==> src/rtl/avmm_csr_arbiter.sv <==
`default_nettype none
// ============================================================================
//  Module   : avmm_csr_arbiter
//  Purpose  : Two-master round-robin arbiter in front of a single Avalon-MM
//             CSR slave that has no waitrequest and a fixed read latency.
//             Adds waitrequest/readdatavalid handshaking toward the masters
//             and steers each read response back to the master that issued it.
//  Ports    : clk, reset                  - clock, synchronous active-high reset
//             m0_* / m1_*                 - Avalon-MM master-side ports
//                                           (address, read, write, writedata in;
//                                            waitrequest, readdata,
//                                            readdatavalid out)
//             s_*                         - Avalon-MM slave-side ports
//             err_rw_both                 - sticky read+write-together flag
//  Revision : 1.0 - initial release
// ============================================================================
module avmm_csr_arbiter #(
    parameter int DATA_WIDTH   = 64,
    parameter int ADDR_WIDTH   = 3,
    parameter int READ_LATENCY = 1
) (
    input  logic                  clk,
    input  logic                  reset,

    input  logic [ADDR_WIDTH-1:0] m0_address,
    input  logic                  m0_read,
    input  logic                  m0_write,
    input  logic [DATA_WIDTH-1:0] m0_writedata,
    output logic                  m0_waitrequest,
    output logic [DATA_WIDTH-1:0] m0_readdata,
    output logic                  m0_readdatavalid,

    input  logic [ADDR_WIDTH-1:0] m1_address,
    input  logic                  m1_read,
    input  logic                  m1_write,
    input  logic [DATA_WIDTH-1:0] m1_writedata,
    output logic                  m1_waitrequest,
    output logic [DATA_WIDTH-1:0] m1_readdata,
    output logic                  m1_readdatavalid,

    output logic [ADDR_WIDTH-1:0] s_address,
    output logic                  s_read,
    output logic                  s_write,
    output logic [DATA_WIDTH-1:0] s_writedata,
    input  logic [DATA_WIDTH-1:0] s_readdata,

    output logic                  err_rw_both
);

    // One tracker slot per cycle between acceptance and slave data sampling.
    localparam int TRK_DEPTH = READ_LATENCY + 1;

    // ------------------------------------------------------------------
    // Grant logic
    // ------------------------------------------------------------------
    logic                  req0;
    logic                  req1;
    logic                  grant0;
    logic                  grant1;
    logic                  any_grant;
    logic [ADDR_WIDTH-1:0] sel_address;
    logic [DATA_WIDTH-1:0] sel_writedata;
    logic                  sel_read;
    logic                  sel_write;
    logic                  issue_read;

    // Pointer to the master granted most recently (0 = m0, 1 = m1).
    logic last_grant_q;
    logic last_grant_d;

    always_comb begin
        req0          = m0_read | m0_write;
        req1          = m1_read | m1_write;
        grant0        = 1'b0;
        grant1        = 1'b0;
        if (!reset) begin
            // m0 wins when alone, or on contention when m1 was served last.
            if (req0 && (!req1 || last_grant_q)) begin
                grant0 = 1'b1;
            end else if (req1) begin
                grant1 = 1'b1;
            end
        end
        any_grant     = grant0 | grant1;
        sel_address   = grant1 ? m1_address   : m0_address;
        sel_writedata = grant1 ? m1_writedata : m0_writedata;
        sel_read      = grant1 ? m1_read      : m0_read;
        sel_write     = grant1 ? m1_write     : m0_write;
        // Read+write together is forwarded as a write only.
        issue_read    = any_grant & sel_read & ~sel_write;
        last_grant_d  = any_grant ? grant1 : last_grant_q;
    end

    assign m0_waitrequest = reset | ~grant0;
    assign m1_waitrequest = reset | ~grant1;

    always_ff @(posedge clk) begin
        if (reset) begin
            last_grant_q <= 1'b1;
        end else begin
            last_grant_q <= last_grant_d;
        end
    end

    // ------------------------------------------------------------------
    // Command stage
    // ------------------------------------------------------------------
    logic [ADDR_WIDTH-1:0] s_address_q;
    logic                  s_read_q;
    logic                  s_write_q;
    logic [DATA_WIDTH-1:0] s_writedata_q;

    always_ff @(posedge clk) begin
        if (reset) begin
            s_address_q   <= '0;
            s_read_q      <= 1'b0;
            s_write_q     <= 1'b0;
            s_writedata_q <= '0;
        end else begin
            s_read_q  <= issue_read;
            s_write_q <= any_grant & sel_write;
            // Address/data hold their last values on idle cycles.
            if (any_grant) begin
                s_address_q   <= sel_address;
                s_writedata_q <= sel_writedata;
            end
        end
    end

    assign s_address   = s_address_q;
    assign s_read      = s_read_q;
    assign s_write     = s_write_q;
    assign s_writedata = s_writedata_q;

    // ------------------------------------------------------------------
    // Sticky read+write error flag
    // ------------------------------------------------------------------
    logic err_q;

    always_ff @(posedge clk) begin
        if (reset) begin
            err_q <= 1'b0;
        end else begin
            err_q <= err_q | (m0_read & m0_write) | (m1_read & m1_write);
        end
    end

    assign err_rw_both = err_q;

    // ------------------------------------------------------------------
    // Response tracker: slot k holds the read issued k+1 cycles ago, so
    // slot READ_LATENCY lines up with valid slave data.
    // ------------------------------------------------------------------
    logic [TRK_DEPTH-1:0] trk_vld_q;
    logic [TRK_DEPTH-1:0] trk_id_q;
    logic                 rsp_vld;
    logic                 rsp_id;

    always_ff @(posedge clk) begin
        if (reset) begin
            trk_vld_q <= '0;
            trk_id_q  <= '0;
        end else begin
            trk_vld_q <= {trk_vld_q[TRK_DEPTH-2:0], issue_read};
            trk_id_q  <= {trk_id_q[TRK_DEPTH-2:0],  grant1};
        end
    end

    assign rsp_vld = trk_vld_q[READ_LATENCY];
    assign rsp_id  = trk_id_q[READ_LATENCY];

    // ------------------------------------------------------------------
    // Response registers; each readdata only moves with its own strobe.
    // ------------------------------------------------------------------
    logic [DATA_WIDTH-1:0] m0_readdata_q;
    logic [DATA_WIDTH-1:0] m1_readdata_q;
    logic                  m0_rdv_q;
    logic                  m1_rdv_q;

    always_ff @(posedge clk) begin
        if (reset) begin
            m0_readdata_q <= '0;
            m1_readdata_q <= '0;
            m0_rdv_q      <= 1'b0;
            m1_rdv_q      <= 1'b0;
        end else begin
            m0_rdv_q <= rsp_vld & ~rsp_id;
            m1_rdv_q <= rsp_vld &  rsp_id;
            if (rsp_vld && !rsp_id) begin
                m0_readdata_q <= s_readdata;
            end
            if (rsp_vld && rsp_id) begin
                m1_readdata_q <= s_readdata;
            end
        end
    end

    assign m0_readdata      = m0_readdata_q;
    assign m1_readdata      = m1_readdata_q;
    assign m0_readdatavalid = m0_rdv_q;
    assign m1_readdatavalid = m1_rdv_q;

endmodule
`default_nettype wire

==> config.mk <==
export PLATFORM = sky130hd
export DESIGN_NAME = avmm_csr_arbiter
export DESIGN_NICKNAME = d
export VERILOG_FILES = /design/src/rtl/avmm_csr_arbiter.sv
export SDC_FILE = /design/constraint.sdc
export NUM_CORES = 1
export LEC_CHECK = 0
export ABC_AREA = 1
export CORE_AREA = 8 8 152 154
export CTS_BUF_LIST = sky130_fd_sc_hd__clkbuf_4
export CTS_CLUSTER_DIAMETER = 150
export DETAILED_ROUTE_END_ITERATION = 16
export DIE_AREA = 0 0 160 162
export HOLD_SLACK_MARGIN = 0.06
export PLACE_DENSITY = 0.79
export SLEW_MARGIN = 10
export SYNTH_ARGS = -nofsm -noshare
export SYNTH_HDL_FRONTEND = slang
export SYNTH_SLANG_ARGS = --single-unit
==> constraint.sdc <==
create_clock -name clk -period 2.24 [get_ports clk]
set_input_delay 0.448 -clock clk [delete_from_list [all_inputs] [get_ports clk]]
set_output_delay 0.448 -clock clk [all_outputs]
set_load 0.02 [all_outputs]
==> metrics.cfg, run 1 <==
[outcome]
status=finished clean

[synthesis]
postSynthAreaPerCell_um2=6.93
syn_nets=1381
ys_ff_latch=204
yosysUniqueCellTypes=21
synthTopCellsByArea=dfxtp_1 50%, nor2_1 15%, nand2_1 13%
yosys.area.top_type=dfxtp_1
syn_area_um2=8150
syn_inst=1177
ys_seq_area_frac=0.501
yosys_warnings=0
yosysTopAreaCellShare=0.501

[floorplan]
num_rows=53
ios=406
core_area_um2=20700
dieWidth_um=160
start_util=0.394
die-height_um=162
die_area_um2=25900

[place]
hpwl_um=22800
io_buffer_count=405
place_congestion=0.872
place_area_um2=12500

[worst_hold_path]
hold_start=s_readdata[35]
holdPathEnd=m0_readdata[35]
hold_path.class=primary input to flip-flop
hold_path_depth=3

[sta]
period_minus_slack_ns=2.11
rsz0062_at_grt=no
setup_viol=0
fin_worst_skew_ns=0.0372
slew_headroom=0.562
slew_viol_final=0
max_freq_mhz=474
worst_pin_slew_ns=0.657
hold_viol=0
min_period_over_period=0.941
holdWs_ns=0.390

[clock_tree]
clk_pin_slew_worst_paths_ns=0.07
numCtsBuffers=54
cts_tree=done
clockBufferDepth=3
cts_root_buf=clkbuf_4
clk_latency_ns=0.66
cts.sinks=204
postCtsSetupBuffers=0
htreeDepth=2

[layout]
finalNetCount=1783
final_area_um2=13200
drive_gt1_frac=0.0754
multi_input_area_um2=3550
ff_latch_area_um2=4080
nFillCells=1867
area_delta_synth_final_pct=62.0
utilization=0.638

[pwr]
seqPwrFrac=0.426
combPwrFrac=0.225
p_sw_frac=0.296
p_leak_nw=5.74
clock_power_share=0.349
irDropWorstVdd_v=0.000428
p_int_mw=6.63
p_switching_mw=2.78
p_per_area_nw_per_um2=713

[grt]
grt_antenna_before_repair=3
grt_max_degree=112
grt_overflow_total=0
grt_pass1_vias=9062
grt_pass1_wl_um=48800
grt_usage=0.232

[setup_path]
r2r-start=last_grant_q
end_kind=output pin
crit_path_max_incr_delay_ns=0.66
cp_num_cells=1
r2r_slack_ns=0.64
timing.rr.end=s_writedata[48]
slowest_stage=clkdlybuf4s50_1
critical_path_class=flip-flop to output pin
setup.worst_path.start=m0_readdata[7]
path_delay_family=buffers and inverters
path_max_fanout=2
crit_arrival_ns=1.66
crit_buf_inv=1
worstPathCellList=clkdlybuf4s50_1
required_ns=1.79
reg2regPathDepth=7
crit_path_start_kind=flip-flop

[detailed_routing]
dr.first_iter.drc_count=705
vias_per_cell=4.81
postRouteAntennaNets=0
wl_um=31400
wl_per_cell_um=16.6
drc=0
drt_first_pass_iters=5
vias=9110

[flow_run]
cap_viol_max_count=0

[final cells by class]
type                       instances  area share
inverter                          43      0.0124
antenna                            2    0.000379
clock inverter                    23      0.0117
timing repair buffer             432       0.331
clock buffer                      72      0.0409
multi-input combinational        844       0.269
tap                              275      0.0261
sequential                       204       0.309
[placed cells by master, fill, tap and decap left out, types with 2 or more instances in the layout]
master,netlist,layout
buf_4,0,18
buf_12,0,9
clkinv_1,1,13
clkbuf_4,0,72
nand2_1,273,272
dlygate4sd2_1,0,2
nor2_4,1,2
nand3_1,68,68
clkinv_2,0,7
clkdlybuf4s50_1,0,403
nand4_1,33,33
nand2_2,2,2
inv_1,39,38
bufinv_16,0,2
o21ai_0,128,128
nor2_1,331,330
clkinvlp_4,0,2
inv_2,3,3
a21oi_1,3,3
diode_2,0,2
dfxtp_1,204,204
[Yosys cell counts, drive strengths merged]
| cell | n |
|---|---|
| a21o | 1 |
| a21oi | 3 |
| buf | 31 |
| clkbuf | 55 |
| clkinv | 1 |
| dfxtp | 204 |
| inv | 42 |
| nand2 | 275 |
| nand3 | 69 |
| nand4 | 33 |
| nor2 | 332 |
| o21ai | 129 |
| o21bai | 1 |
| or2 | 1 |
[stage by stage]
stage / TNS (ns) / cells / worst slack, ns / total power [mW]
2_1_floorplan: 0 / 1177 / 0.482 / 5.05
3_3_place_gp: -0.339 / 1798 / -0.121 / 6.19
3_5_place_dp: -0.660 / 1798 / -0.136 / 6.22
4_1_cts: 0 / 1893 / 0.0424 / 9.53
5_1_grt: 0 / 1895 / 0.0146 / 9.93
6_report: 0 / 1895 / 0.132 / 9.41
[power groups by stage]
stage          clock [mW]  sequential [mW]  combinational (mW)
3_3_place_gp            0             4.08                2.10
6_report             3.28             4.01                2.12
3_5_place_dp            0             4.09                2.12
4_1_cts              3.38             4.02                2.13
5_1_grt              3.60             4.04                2.29
2_1_floorplan           0             4.39               0.665
[state kept, by name (all words and copies together), names as in the netlist]
register and count:
m1_readdata 64, trk_id_q 2, err_rw_both 1, m1_readdatavalid 1, trk_vld_q 2, s_writedata 64, last_grant_q 1, m0_readdatavalid 1
s_write 1, m0_readdata 64, s_address 3
[cells by family after synthesis]
group	after synthesis	synth area share
compound gates	134	0.0833
buf+inv	129	0.0655
flops	204	0.501
simple gates	710	0.350
[what timing repair did]
action,4_1_cts,5_1_grt
hold buffers,0,0
gates resized for setup,2,0
setup endpoints to repair,2,0
[layer usage]
metal  vias to the layer above  GRT usage  routed length, µm
met1                      4092      0.246              11800
met4                         2      0.138               1520
met2                       372      0.391              15300
li1                       4557          -                  -
met3                        87     0.0861               2760
met5                         -          0                 13
[worst max path at each step]
stage and to:
2_1_floorplan m1_waitrequest, 3_3_place_gp m0_waitrequest, 3_5_place_dp m0_waitrequest, 4_1_cts m0_readdata[7]
5_1_grt m0_readdata[7], 6_report m0_readdata[7]
(Power assumes the default switching activity.)
==> run 2: changes to the inputs <==
--- a/config.mk
+++ b/config.mk
@@ -6,13 +6,13 @@
 export NUM_CORES = 1
 export LEC_CHECK = 0
 export ABC_AREA = 1
-export CORE_AREA = 8 8 152 154
-export CTS_BUF_LIST = sky130_fd_sc_hd__clkbuf_4
+export CORE_AREA = 8 8 153 155
 export CTS_CLUSTER_DIAMETER = 150
 export DETAILED_ROUTE_END_ITERATION = 16
-export DIE_AREA = 0 0 160 162
+export DIE_AREA = 0 0 161 163
+export DONT_BUFFER_PORTS = 1
 export HOLD_SLACK_MARGIN = 0.06
-export PLACE_DENSITY = 0.79
+export PLACE_DENSITY = 0.53
 export SLEW_MARGIN = 10
 export SYNTH_ARGS = -nofsm -noshare
 export SYNTH_HDL_FRONTEND = slang
==> run 2 against run 1 <==
Via count shrank 22%. Clock power up 10%. Worst hold slack worse by 0.30 ns. Total power shrank 6.0%. Critical path depth is 2 higher. Global-route usage is 4.3 points lower. Critical path type unchanged.
==> metrics.cfg, run 2 (synthesized netlist as in run 1, its figures left out) <==
[sta]
fin_tns_setup_ns=0  ; unchanged
worst_pin_slew_ns=0.772  ; +0.115 ns
period_minus_slack_ns=2.04  ; -0.0702 ns
rsz0062_at_grt=no
hold_viol=0  ; unchanged
slew_headroom=0.485  ; -0.0771
fin_worst_skew_ns=0.00898  ; -0.0282 ns
slew_viol_final=0  ; unchanged
setup_viol=0  ; unchanged
min_period_over_period=0.910  ; -0.0313
max_freq_mhz=491  ; +3.4%

[clock_tree]
htreeDepth=1  ; -1
clk_latency_ns=0.49  ; -0.17 ns
numCtsBuffers=22  ; -59%
clockBufferDepth=3  ; unchanged
cts.sinks=204  ; unchanged
ctsResizeCount=0  ; -2
cts_tree=done
clk_pin_slew_worst_paths_ns=0.06  ; about the same
cts_root_buf=clkbuf_16

[pwr]
irDropWorstVdd_v=0.000429  ; +0.18%
p_switching_mw=2.48  ; -11%
p_int_mw=6.37  ; -4.0%
combPwrFrac=0.092  ; -0.133
p_per_area_nw_per_um2=975  ; +37%
total_power_mw=8.85  ; -6.0%
seqPwrFrac=0.499  ; +0.073
clock_power_share=0.409  ; +0.060
p_leak_nw=4.13  ; -28%
p_sw_frac=0.280  ; -0.0156

[place]
io_buffer_count=0  ; -100%
place_area_um2=8340  ; -33%
hpwl_um=18800  ; -18%
place_congestion=0.778  ; -11%

[layout]
multi_input_area_um2=3550  ; +0.18%
nFillCells=2186  ; +17%
finalNetCount=1337  ; -25%
final_area_um2=9070  ; -31%
ff_latch_area_um2=4080  ; unchanged
final_common_cell=nor2_1
antennaDiodeCount=0  ; -2
drive_gt1_frac=0.0524  ; -0.0230
final_cell_mix=330 x nor2_1, 272 x nand2_1, 204 x dfxtp_1
utilization=0.436  ; -0.203
area_delta_synth_final_pct=11.3

[setup_path]
crit_buf_inv=1  ; unchanged
r2r_slack_ns=0.73  ; +0.09 ns
slowest_stage=dfxtp_1
crit_path_start_kind=flip-flop
timing.rr.end=m1_readdata[10]
worstPathCellList=o21ai_2 -> nand2_4 -> buf_12
cp_num_cells=3  ; +2
crit_arrival_ns=1.59  ; -0.07 ns
reg2regPathDepth=5  ; -2
crit_path_end=m1_waitrequest
end_kind=output pin
setup.worst_path.start=last_grant_q
path_delay_family=flip-flops
path_max_fanout=69  ; +67
r2r-start=trk_id_q[1]
required_ns=1.79  ; about the same
crit_path_max_incr_delay_ns=0.40  ; -0.26 ns
critical_path_class=flip-flop to output pin

[worst_hold_path]
hold_path.class=primary input to flip-flop
hold_start=reset

[detailed_routing]
drt_first_pass_iters=6  ; +1
vias_per_cell=4.99  ; +3.8%
drt-met1-wl_um=9940  ; -15%
wl_met2_um=12900  ; -16%
drc=0  ; unchanged
postRouteAntennaNets=0  ; unchanged
vias=7094  ; -22%
dr.first_iter.drc_count=473  ; -33%
wl_um=26900  ; -14%
wl_per_cell_um=18.9  ; +14%
wl_met3_um=3640  ; +32%
top_layer=met4

[grt]
grt_pass1_wl_um=39700  ; -19%
grt_overflow_total=0  ; unchanged
grt_pass1_vias=6556  ; -28%
grt_usage=0.188  ; -0.0434
grt_max_degree=114  ; +1.8%
grt_antenna_before_repair=0  ; -3

[floorplan]
core_area_um2=20800  ; +0.64%
ios=406  ; unchanged
start_util=0.391  ; -0.00251
num_rows=53  ; unchanged
die_area_um2=26200  ; +1.2%
dieWidth_um=161  ; +0.63%
die-height_um=163  ; +0.62%

[outcome]
status=finished clean

[flow_run]
cap_viol_max_count=0  ; unchanged

run 2: timing repair:
action | in CTS | in global routing
endpoints found under the hold margin | 4 | 0
setup endpoints to repair | 0 | 1
hold buffers | 1 | 0
setup buffers | 0 | 0
run 2: worst min path at each step:
stage | to | depth (start not counted)
after global routing | m0_readdata[14] | 2
after CTS | m0_readdata[22] | 2
after global placement | trk_id_q[1] | 2
after detailed placement | trk_id_q[1] | 2
after floorplan | trk_id_q[1] | 2
final | err_rw_both | 2
run 2: worst reg2reg max path: cells and delay by family (launching register included):
kind          cells  cell delay (ns)
buf+inv           2             0.57
flops             1             0.39
simple gates      3             0.50
run 2: per-stage QoR:
step,cells,hold WS (ns),worst slack [ns]
finish,1421,0.0907,0.202
detailed placement,1382,0.418,0.0281
CTS,1420,0.0621,0.0761
floorplan,1177,0.388,0.482
global route,1421,0.0647,0.128
global placement,1382,0.425,0.0282
run 2: final cells by class:
cell class | instances | area share
inverter | 43 | 0.0181
clock buffer | 32 | 0.0705
clock inverter | 5 | 0.00869
sequential | 204 | 0.450
tap | 275 | 0.0379
multi-input combinational | 845 | 0.392
timing repair buffer | 17 | 0.0226
run 2: power groups by stage:
stage	sequential [mW]	combinational, mW	clock, mW
finish	4.41	0.818	3.62
floorplan	4.39	0.665	0
CTS	4.42	0.829	3.73
global placement	4.50	0.814	0
detailed placement	4.50	0.823	0
global route	4.44	0.953	3.88
run 2: routing by layer:
layer  up-vias  GRT usage
met5         -          0
met4         0     0.0391
met3        27      0.100
met2       300      0.321
met1      3140      0.205
li1       3627          -
